File: src/rtl/bcd_seg_scanner_if.sv
// Display bus between a BCD digit source and the bcd_seg_scanner stage:
// packed digits and decimal points in, multiplexed segments and enables out.
interface bcd_seg_scanner_if #(
    parameter int NUM_DIGITS = 4
);
    logic [4*NUM_DIGITS-1:0] digits_in;
    logic [NUM_DIGITS-1:0]   dp_in;
    logic [6:0]              seg;
    logic                    dp;
    logic [NUM_DIGITS-1:0]   an;
    logic                    frame_done;

    // Digit source side.
    modport master (
        output digits_in, dp_in,
        input  seg, dp, an, frame_done
    );

    // Scanner side.
    modport slave (
        input  digits_in, dp_in,
        output seg, dp, an, frame_done
    );
endinterface

File: src/rtl/bcd_seg_scanner.sv
// Time-multiplexed 7-segment scanner with a per-frame digit snapshot.
// Optional leading-zero blanking is enabled by defining BCD_SEG_LZB_EN.
module bcd_seg_scanner #(
    parameter int NUM_DIGITS     = 4,
    parameter int REFRESH_DIV    = 50000,
    parameter bit SEG_ACTIVE_LOW = 1'b1
) (
    input  logic              clk,
    input  logic              reset,
    bcd_seg_scanner_if.slave  bus
);
    localparam int PW = (REFRESH_DIV > 1) ? $clog2(REFRESH_DIV) : 1;
    localparam int IW = $clog2(NUM_DIGITS);

    localparam logic [PW-1:0] PRESC_MAX = PW'(REFRESH_DIV - 1);
    localparam logic [IW-1:0] IDX_MAX   = IW'(NUM_DIGITS - 1);

    // XOR masks turning active-high values into the selected drive polarity.
    localparam logic [6:0]            SEG_POL = {7{SEG_ACTIVE_LOW}};
    localparam logic [NUM_DIGITS-1:0] AN_POL  = {NUM_DIGITS{SEG_ACTIVE_LOW}};

    logic [PW-1:0]         presc;
    logic [IW-1:0]         idx;
    logic [3:0]            shadow [NUM_DIGITS];
    logic [NUM_DIGITS-1:0] shadow_dp;

    logic [6:0]            seg_q;
    logic                  dp_q;
    logic [NUM_DIGITS-1:0] an_q;
    logic                  frame_done_q;

    logic                  tick;
    logic                  wrap;
    logic [NUM_DIGITS-1:0] an_hot;
    logic [NUM_DIGITS-1:0] blank;
    logic [6:0]            seg_next;

    function automatic logic [6:0] decode(input logic [3:0] d);
        case (d)
            4'd0:    decode = 7'h3F;
            4'd1:    decode = 7'h06;
            4'd2:    decode = 7'h5B;
            4'd3:    decode = 7'h4F;
            4'd4:    decode = 7'h66;
            4'd5:    decode = 7'h6D;
            4'd6:    decode = 7'h7D;
            4'd7:    decode = 7'h07;
            4'd8:    decode = 7'h7F;
            4'd9:    decode = 7'h6F;
            default: decode = 7'h40;
        endcase
    endfunction

    assign tick = (presc == PRESC_MAX);
    assign wrap = (idx == IDX_MAX);

    // NOTE: every always_comb output gets a default first so no path can infer a latch.
    always_comb begin
        an_hot      = '0;
        an_hot[idx] = 1'b1;
    end

`ifdef BCD_SEG_LZB_EN
    // A digit is blank when it and all higher digits are zero; digit 0 always shows.
    always_comb begin
        logic zero_run;
        blank    = '0;
        zero_run = 1'b1;
        for (int k = NUM_DIGITS - 1; k >= 1; k--) begin
            zero_run = zero_run && (shadow[k] == 4'd0);
            blank[k] = zero_run;
        end
    end
`else
    assign blank = '0;
`endif

    assign seg_next = blank[idx] ? 7'h00 : decode(shadow[idx]);

    // NOTE: sequential state uses non-blocking assignments only; the shadow is cleared
    // on reset so the first frame after reset shows zeros, not stale digits.
    always_ff @(posedge clk) begin
        if (reset) begin
            presc        <= '0;
            idx          <= '0;
            shadow_dp    <= '0;
            for (int k = 0; k < NUM_DIGITS; k++) shadow[k] <= 4'd0;
            seg_q        <= SEG_POL;
            dp_q         <= SEG_ACTIVE_LOW;
            an_q         <= AN_POL;
            frame_done_q <= 1'b0;
        end else begin
            presc <= tick ? '0 : presc + 1'b1;
            if (tick) idx <= wrap ? '0 : idx + 1'b1;

            // Snapshot only at the frame wrap so a frame never mixes old and new digits.
            frame_done_q <= tick && wrap;
            if (tick && wrap) begin
                for (int k = 0; k < NUM_DIGITS; k++) shadow[k] <= bus.digits_in[4*k +: 4];
                shadow_dp <= bus.dp_in;
            end

            seg_q <= seg_next ^ SEG_POL;
            dp_q  <= shadow_dp[idx] ^ SEG_ACTIVE_LOW;
            an_q  <= an_hot ^ AN_POL;
        end
    end

    assign bus.seg        = seg_q;
    assign bus.dp         = dp_q;
    assign bus.an         = an_q;
    assign bus.frame_done = frame_done_q;
endmodule

File: src/flat_wrapper.sv
// flat-port wrapper written by rule: the top's interface ports become plain ports
module bcd_seg_scanner_flat 
#(
    parameter int NUM_DIGITS     = 4,
    parameter int REFRESH_DIV    = 50000,
    parameter bit SEG_ACTIVE_LOW = 1'b1
)
  (clk, reset, bus_digits_in, bus_dp_in, bus_seg, bus_dp, bus_an, bus_frame_done);
  bcd_seg_scanner_if #(.NUM_DIGITS(NUM_DIGITS)) bus_i ();
  input  logic clk;
  input  logic reset;
  input wire logic [$bits(bus_i.digits_in)-1:0] bus_digits_in;
  input wire logic [$bits(bus_i.dp_in)-1:0] bus_dp_in;
  output wire logic [$bits(bus_i.seg)-1:0] bus_seg;
  output wire logic [$bits(bus_i.dp)-1:0] bus_dp;
  output wire logic [$bits(bus_i.an)-1:0] bus_an;
  output wire logic [$bits(bus_i.frame_done)-1:0] bus_frame_done;
  assign bus_i.digits_in = bus_digits_in;
  assign bus_i.dp_in = bus_dp_in;
  assign bus_seg = bus_i.seg;
  assign bus_dp = bus_i.dp;
  assign bus_an = bus_i.an;
  assign bus_frame_done = bus_i.frame_done;
  bcd_seg_scanner #(.NUM_DIGITS(NUM_DIGITS), .REFRESH_DIV(REFRESH_DIV), .SEG_ACTIVE_LOW(SEG_ACTIVE_LOW)) u_core (.clk(clk), .reset(reset), .bus(bus_i));
endmodule
File: config.mk
export PLATFORM = sky130hd
export DESIGN_NAME = bcd_seg_scanner_flat
export DESIGN_NICKNAME = d
export VERILOG_FILES = /design/src/rtl/bcd_seg_scanner_if.sv /design/src/rtl/bcd_seg_scanner.sv /design/src/flat_wrapper.sv
export SDC_FILE = /design/constraint.sdc
export NUM_CORES = 1
export LEC_CHECK = 0
export ABC_AREA = 1
export BUFFER_PORTS_ARGS = -buffer_cell sky130_fd_sc_hd__buf_2
export CAP_MARGIN = 20
export CORE_MARGIN = 8
export CORE_UTILIZATION = 60
export DETAILED_ROUTE_END_ITERATION = 16
export PLACE_DENSITY = 0.83
export SLEW_MARGIN = 0
export SYNTH_ARGS = -nofsm -noshare
export SYNTH_HDL_FRONTEND = slang
export SYNTH_SLANG_ARGS = --single-unit
File: constraint.sdc
create_clock -name clk -period 4.6 [get_ports clk]
set_input_delay 0.92 -clock clk [delete_from_list [all_inputs] [get_ports clk]]
set_output_delay 0.92 -clock clk [all_outputs]
set_load 0.03 [all_outputs]
* Word level (Yosys, flattened, before mapping)
Memories as Yosys holds them, arrays and structs flattened. A register that Yosys moved wholly into a read port is not among the register bits.
Cells that the tools add are included.
** Cells by class
- Add/subtract/negate cells :: 2
- Multiply operators :: 0
- Divide/modulo/power cells :: 0
- Magnitude comparators :: 2
- Equal/unequal tests :: 2
- Shift-type cells :: 0
- Mux-type cells :: 19
- Bitwise operators :: 7
- Reductions and logical operators :: 3
** Operators by type and width (count)
- 16-bit by 1-bit adder with 16-bit output (second input constant) :: 1
- 16-bit == test (second input constant) :: 1
- 4-bit two-way mux :: 4
- 1-bit two-way mux :: 8
- 7-bit two-way mux :: 1
- 7-bit inverter :: 1
- 2-bit two-way mux :: 3
- 1-bit binary-select mux with 2-bit select :: 2
- 4-bit inverter :: 1
- 1-bit bitwise OR :: 4
- 2-bit by 3-bit < comparator with 1-bit output (second input constant) :: 1
- 2-bit by 1-bit adder with 2-bit output (second input constant) :: 1
- 1-bit demux with 2-bit select :: 1
- 2-bit == test (second input constant) :: 1
- 2-bit by 1-bit >= comparator with 1-bit output (second input constant) :: 1
- 1-bit logical AND :: 2
- 2-bit OR reduction :: 1
- 1-bit inverter :: 1
** Storage, ports and cells
- Register bits after elaboration :: 35
- Latch bits :: 0
- Bits in writable memories :: 16
- Bits in read-only memories :: 112
- Word-level logic and storage cells :: 44
- Memories :: 2
** Memory list
- (no name shown) :: words 16, bits a word 7, read ports 1, clocked after memory_dff 0, wr ports 0, RTL line bcd_seg_scanner.sv:39 : case (d)
- u_core.shadow :: words 4, bits a word 4, read ports 1, clocked after memory_dff 1, wr ports 4, RTL line bcd_seg_scanner.sv:24 : logic [3:0] shadow [NUM_DIGITS];

* Depth between registers and ports, before layout
Gate-level depths: netlist of run 1.
- Depth in word-level cells :: 6
- Depth in mapped cells :: 11
- Mapped depth without buffers :: 10

* Worst setup path after synthesis of run 1
OpenSTA, ideal clock, no wires.
- Kind :: input-to-reg
- Start :: input reset
- End :: memory u_core.shadow[0][0], enable pin
- Arrival :: 1.727 ns
- Path slack :: 2.501 ns
- Stages :: 3
- Path buffers :: 1
- Path through :: clkinv_1 -> clkbuf_1 -> nand2_1
** RTL lines
- start, declared :: RTL line flat_wrapper.sv:11 : input logic reset;
- end, declared :: RTL line bcd_seg_scanner.sv:24

==> qor.csv, run 1 <==
metric;value;unit
swShare;24.7;%
power.share.clock;32.5;%
critPathArrivalTime;2.13;ns
leakagePower;1.21;nW
synth_area;2550;um^2
antenna_left;0;
crit_type;flop to flop;
cts.htree.levels;2;
finalHoldWorstSlack;0.476;ns
io_buffer_count;34;
syn_area_per_cell;8.24;um^2
synth_cell_types;29;
finalNetCount;379;
synth-async-reset-ratio;0;%
cts_tree;yes;
cp.required;4.55;ns
crit_path_max_incr_delay;0.59;ns
rsz0062_at_grt;no;
synth_top_family_by_area;simple AND/OR/NAND/NOR gates;
coreArea;4060;um^2
syn_to_final_growth;10.9;%
max_slew_margin;53.3;%
cts_buffer_depth;2;
wl_per_cell;11.8;um
insertion_delay;0.32;ns
crit_path_start_kind;flop;
yosysWarnings;0;
max_clock_freq;459;MHz
place_congestion;0.852;
post-cts-setup-buffers;0;
regArea;1220;um^2
muxShareOfSynthArea;0;%
synth_compound_area_share;3.34;%
cp_max_fo;16;
drive_gt1_share;19.0;%
final_cell_mix;nand2_1, inv_1, nand3_1;
setup-tns-final;0;ns
synthCells;309;
utilization;69.6;%
die-area;6590;um^2
grt_pass1_wl;8.04;mm
synth_edf_count;16;
fin_skew;0.00796;ns
worst_path_max_delay_cell;nand2_1;
p_sw;0.204;mW
finalHoldViolCount;0;
power_density;292;nW/um^2
drtPass1Iterations;4;
diodes;0;
synth_top_area_share;29.1;%
viasPerCell;5.01;
numCtsBuffers;5;
synth_flop_cell;dfxtp_1;
synth_adder_area_share;5.40;%
root_buffer;clkbuf_8;
drv_slew;0;
die-height;81.2;um
yosysTopAreaCell;dfxtp_1;
drc;0;
yosys.area_share.xor_xnor;1.38;%
yosysSeqAreaShare;47.9;%
ctsHoldBuffers;0;
nFillCells;335;
layout_setup_ws;2.42;ns
routed_wl;4.68;mm
critPathCaptureType;flop;
drtIter0Drc;149;
hold_path.class;flop to flop;
setup_viol;0;
rows;23;
p_seq_share;60.4;%
synth_area_leaders;dfxtp_1, edfxtp_1, nand2_1;
multi_input_comb_area;1110;um^2
dp_slack;2.09;ns
synthesis.nets;342;
synth-seq-cells;53;
initial_core_util;62.8;%
fin_crit_sh;47.4;%
path_clk_slew;0.10;ns
gr-total-overflow;0;
worst_slew_pin_slew;0.700;ns
combPwrFrac;7.1;%
cts.sinks;53;
io_pins;35;
die_w;81.2;um
antenna_found_initial;0;
grt_max_degree;18;
via_count;1987;
status;finished, final reports clean;
drv_cap;0;
cts_resized;0;
synthSimpleGateAreaFrac;33.3;%
p_int;0.622;mW
grt_pass1_vias;1875;
dp_hpwl;3.44;mm
final_common_cell;nand2_1;
path_cells;ha_1, nand3_2, nor2_1, nand3_1, nand2_1;
grt_usage;15.4;%
ir_worst_vdd;0.140;mV
period_needed;2.18;ns
==> worst max-delay path: cells and delay by family, from the launching register on <==
kind                     cells  cell delay (ns)
adder cells (fa/ha/maj)      1             0.21
AND/OR/NAND/NOR              4             1.22
flip-flops                   1             0.39
==> worst paths after layout <==
path / endpoint / slack (ns) / start / cells past startpoint
max: u_core.shadow[1][3] / 2.42 / u_core.presc[0] / 5
min: u_core.shadow_dp[0] / 0.48 / u_core.shadow_dp[0] / 2
max reg2reg: u_core.shadow[1][3] / 2.42 / u_core.presc[0] / 5
min reg2reg: u_core.shadow_dp[0] / 0.48 / u_core.shadow_dp[0] / 2
==> power by group through the flow <==
stage,registers (mW),logic [mW],clock network (mW)
finish,0.499,0.0586,0.269
global placement,0.510,0.0567,0
floorplan,0.519,0.0300,0
detailed placement,0.510,0.0587,0
CTS,0.499,0.0592,0.273
global route,0.501,0.0660,0.295
==> stage by stage <==
stage | instance area, um^2 | std cells | total power [mW]
floorplan | 2550 | 309 | 0.549
global placement | 2730 | 389 | 0.566
detailed placement | 2730 | 389 | 0.569
CTS | 2830 | 397 | 0.831
global route | 2830 | 397 | 0.862
finish | 2830 | 397 | 0.826
==> Yosys cell counts, types with 2 or more instances <==
| cell type | n |
|---|---|
| nand2_4 | 3 |
| o21ai_0 | 3 |
| nor2_4 | 10 |
| a21oi_1 | 11 |
| nor2_1 | 37 |
| nand2_2 | 2 |
| dfxtp_1 | 37 |
| nor2_2 | 3 |
| nor3_1 | 2 |
| nand3_1 | 38 |
| nand3_2 | 2 |
| edfxtp_1 | 16 |
| xor2_1 | 4 |
| inv_1 | 42 |
| inv_2 | 2 |
| ha_1 | 11 |
| nand4_1 | 4 |
| nand2_1 | 71 |
==> registers in the layout (all words and copies together) (netlist names), named ones only <==
| register | flops |
|---|---|
| u_core.bus.dp | 1 |
| u_core.idx | 2 |
| u_core.bus.an | 4 |
| u_core.shadow | 16 |
| u_core.bus.frame_done | 1 |
| u_core.bus.seg | 7 |
| u_core.shadow_dp | 4 |
| u_core.presc | 16 |
==> cell type report <==
| cell class | instances | share of cell area (%) |
|---|---|---|
| clock buffers | 5 | 2.44 |
| clock inverters | 3 | 0.797 |
| inverters | 46 | 6.16 |
| multi-input cells | 206 | 39.1 |
| flip-flops and latches | 53 | 43.2 |
| well taps | 50 | 2.21 |
| repair buffers | 34 | 6.02 |
==> routing by layer <==
metal | vias to the layer above | global-route usage, % | share of wire (%)
met3 | 7 | 4.42 | 6.4
met4 | 0 | 7.32 | 1.6
met2 | 52 | 23.3 | 43
met5 | - | 0 | 0
met1 | 883 | 19.8 | 49
li1 | 1045 | - | -
==> kinds of logic after synthesis <==
kind of cell             after synthesis
flip-flops                            53
buffers and inverters                 50
AND/OR/NAND/NOR                      175
AO/OA/AOI/OAI                         16
adder cells (fa/ha/maj)               11
XOR/XNOR                               4
(Power assumes the default switching activity.)
==> run 2, diff against run 1 <==
Settings changed: CORE_UTILIZATION 60 to 51, PLACE_DENSITY 0.83 to 0.75.
Clock period 4.6 ns to 1.79 ns, I/O delays scaled along.
==> run 2 against run 1 <==
Effect of this change: hold slack worse by 0.22 ns; sequential power rose to 2.6 times the previous value; setup slack worse by 2.2 ns; non-clock buffer count up 7; first-iteration DRC count down 13%; die area up 14%; register-to-register slack worse by 2.2 ns; final cell count up 6.3%; wire length up 2.9%; clock skew about the same; maximum frequency up 35%; largest power group unchanged.
==> qor.csv, run 2 (synthesis gave the netlist of run 1 again) <==
metric;value;unit;change
drtIter0Drc;129;;-13%
max_clock_freq;621;MHz;+35%
worst_slew_pin_slew;0.495;ns;-0.204 ns
ir_worst_vdd;0.369;mV;+160%
cts.htree.levels;2;;unchanged
worst_path_max_delay_cell;dfxtp_1;;
place_congestion;0.824;;-3.3%
diodes;0;;unchanged
insertion_delay;0.31;ns;about the same
die-area;7510;um^2;+14%
max_slew_margin;66.9;%;+14 points
die-height;86.7;um;+6.8%
grt_usage;13.3;%;-2.1 points
setup_viol;0;;unchanged
wl_per_cell;11.4;um;-3.2%
gr-total-overflow;0;;unchanged
drv_cap;0;;unchanged
root_buffer;clkbuf_8;;
status;finished, final reports clean;;
critPathArrivalTime;1.77;ns;-0.36 ns
drc;0;;unchanged
critPathCaptureType;flop;;
setup-tns-final;0;ns;unchanged
crit_type;flop to flop;;
viasPerCell;4.79;;-4.3%
leakagePower;1.25;nW;+3.5%
cts_tree;yes;;
dp_hpwl;3.61;mm;+5.2%
antenna_found_initial;0;;unchanged
rows;25;;+8.7%
final_common_cell;nand2_1;;
cp_max_fo;17;;+1
coreArea;4790;um^2;+18%
syn_to_final_growth;14.4;%;
cts_buffer_depth;2;;unchanged
path_cells;ha_1, inv_1, nor2_1, nand2_4, nor2_1;;
drive_gt1_share;21.4;%;+2.4 points
hold_path.class;input pin to flop;;
antenna_left;0;;unchanged
path_clk_slew;0.09;ns;about the same
period_needed;1.61;ns;-0.570 ns
finalNetCount;387;;+2.1%
io_buffer_count;34;;unchanged
cp.required;1.95;ns;-2.60 ns
layout_setup_ws;0.181;ns;-2.24 ns
drtPass1Iterations;4;;unchanged
crit_top_cell;nor2_1;;
grt_max_degree;18;;unchanged
fin_crit_sh;89.9;%;+43 points
post-cts-setup-buffers;0;;unchanged
finalHoldWorstSlack;0.258;ns;-0.218 ns
rsz0062_at_grt;no;;
initial_core_util;53.2;%;-9.6 points
die_w;86.7;um;+6.8%
dp_slack;0.0921;ns;-2.00 ns
worstHoldStart;bus_dp_in[1];;
crit_path_start_kind;flop;;
reg2reg_from;u_core.idx[0];;
grt_pass1_vias;1852;;-1.2%
finalHoldViolCount;0;;unchanged
via_count;2021;;+1.7%
fin_skew;0.00773;ns;-0.000234 ns
power_density;721;nW/um^2;+150%
numCtsBuffers;5;;unchanged
grt_pass1_wl;8.01;mm;-0.35%
routed_wl;4.81;mm;+2.9%
final_cell_mix;nand2_1, inv_1, nand3_1, nor2_1, dfxtp_1;;
drv_slew;0;;unchanged
crit_start;u_core.idx[0];;
utilization;60.9;%;-8.7 points
finalPower;2.10;mW;+150%
crit_path_max_incr_delay;0.46;ns;-0.13 ns
ctsHoldBuffers;0;;unchanged
cts.sinks;53;;unchanged
io_pins;35;;unchanged
==> run 2: cell count changes in the layout (fill, tap and decap cells not counted), sizes merged <==
cell    delta
clkinv     -2
nand2      +1
inv        +2
buf        +7
==> run 2: final timing paths <==
kind | endpoint | slack (ns) | depth (start not counted)
setup reg to reg | u_core.shadow[0][3] | 0.18 | 5
setup / recovery | u_core.shadow[0][3] | 0.18 | 5
hold reg to reg | u_core.presc[0] | 0.47 | 1
hold / removal | u_core.shadow_dp[1] | 0.26 | 3
==> run 2: per-stage QoR <==
| step | instances | area [um^2] |
|---|---|---|
| after floorplan | 309 | 2550 |
| after global placement | 413 | 2810 |
| after detailed placement | 413 | 2810 |
| after CTS | 421 | 2900 |
| after global routing | 422 | 2910 |
| final | 422 | 2910 |
==> run 2: repair_timing <==
item | CTS | global route
endpoints found under the hold margin | 0 | 0
resized for setup | 0 | 3
setup endpoints to repair | 0 | 19
==> run 2: critical path, delay by kind of cell, from the launching register on <==
kind                     cells  cell delay (ns)
flip-flops                   1             0.46
buffers and inverters        1             0.05
adder cells (fa/ha/maj)      1             0.26
AND/OR/NAND/NOR              3             0.68
==> run 2: layer usage <==
metal	track usage [%]	vias up	share of wire [%]
li1	-	1062	-
met1	16.7	900	48
met2	20.3	52	44
met3	3.97	7	6.1
met4	6.57	0	1.9
met5	0	-	0
==> run 2: layout make-up <==
class / instances / area, um^2
sequential: 53 / 1220
timing repair buffer: 41 / 223
clock buffer: 5 / 68.8
clock inverter: 3 / 17.5
multi-input combinational: 207 / 1120
fill: 460 / 1870
inverter: 46 / 174
tap: 67 / 83.8
==> run 2: report_power, final <==
part / total [mW] / internal (mW) / switching, mW
combinational: 0.155 / 0.0545 / 0.101
sequential: 1.28 / 1.27 / 0.0142
clock: 0.661 / 0.274 / 0.388
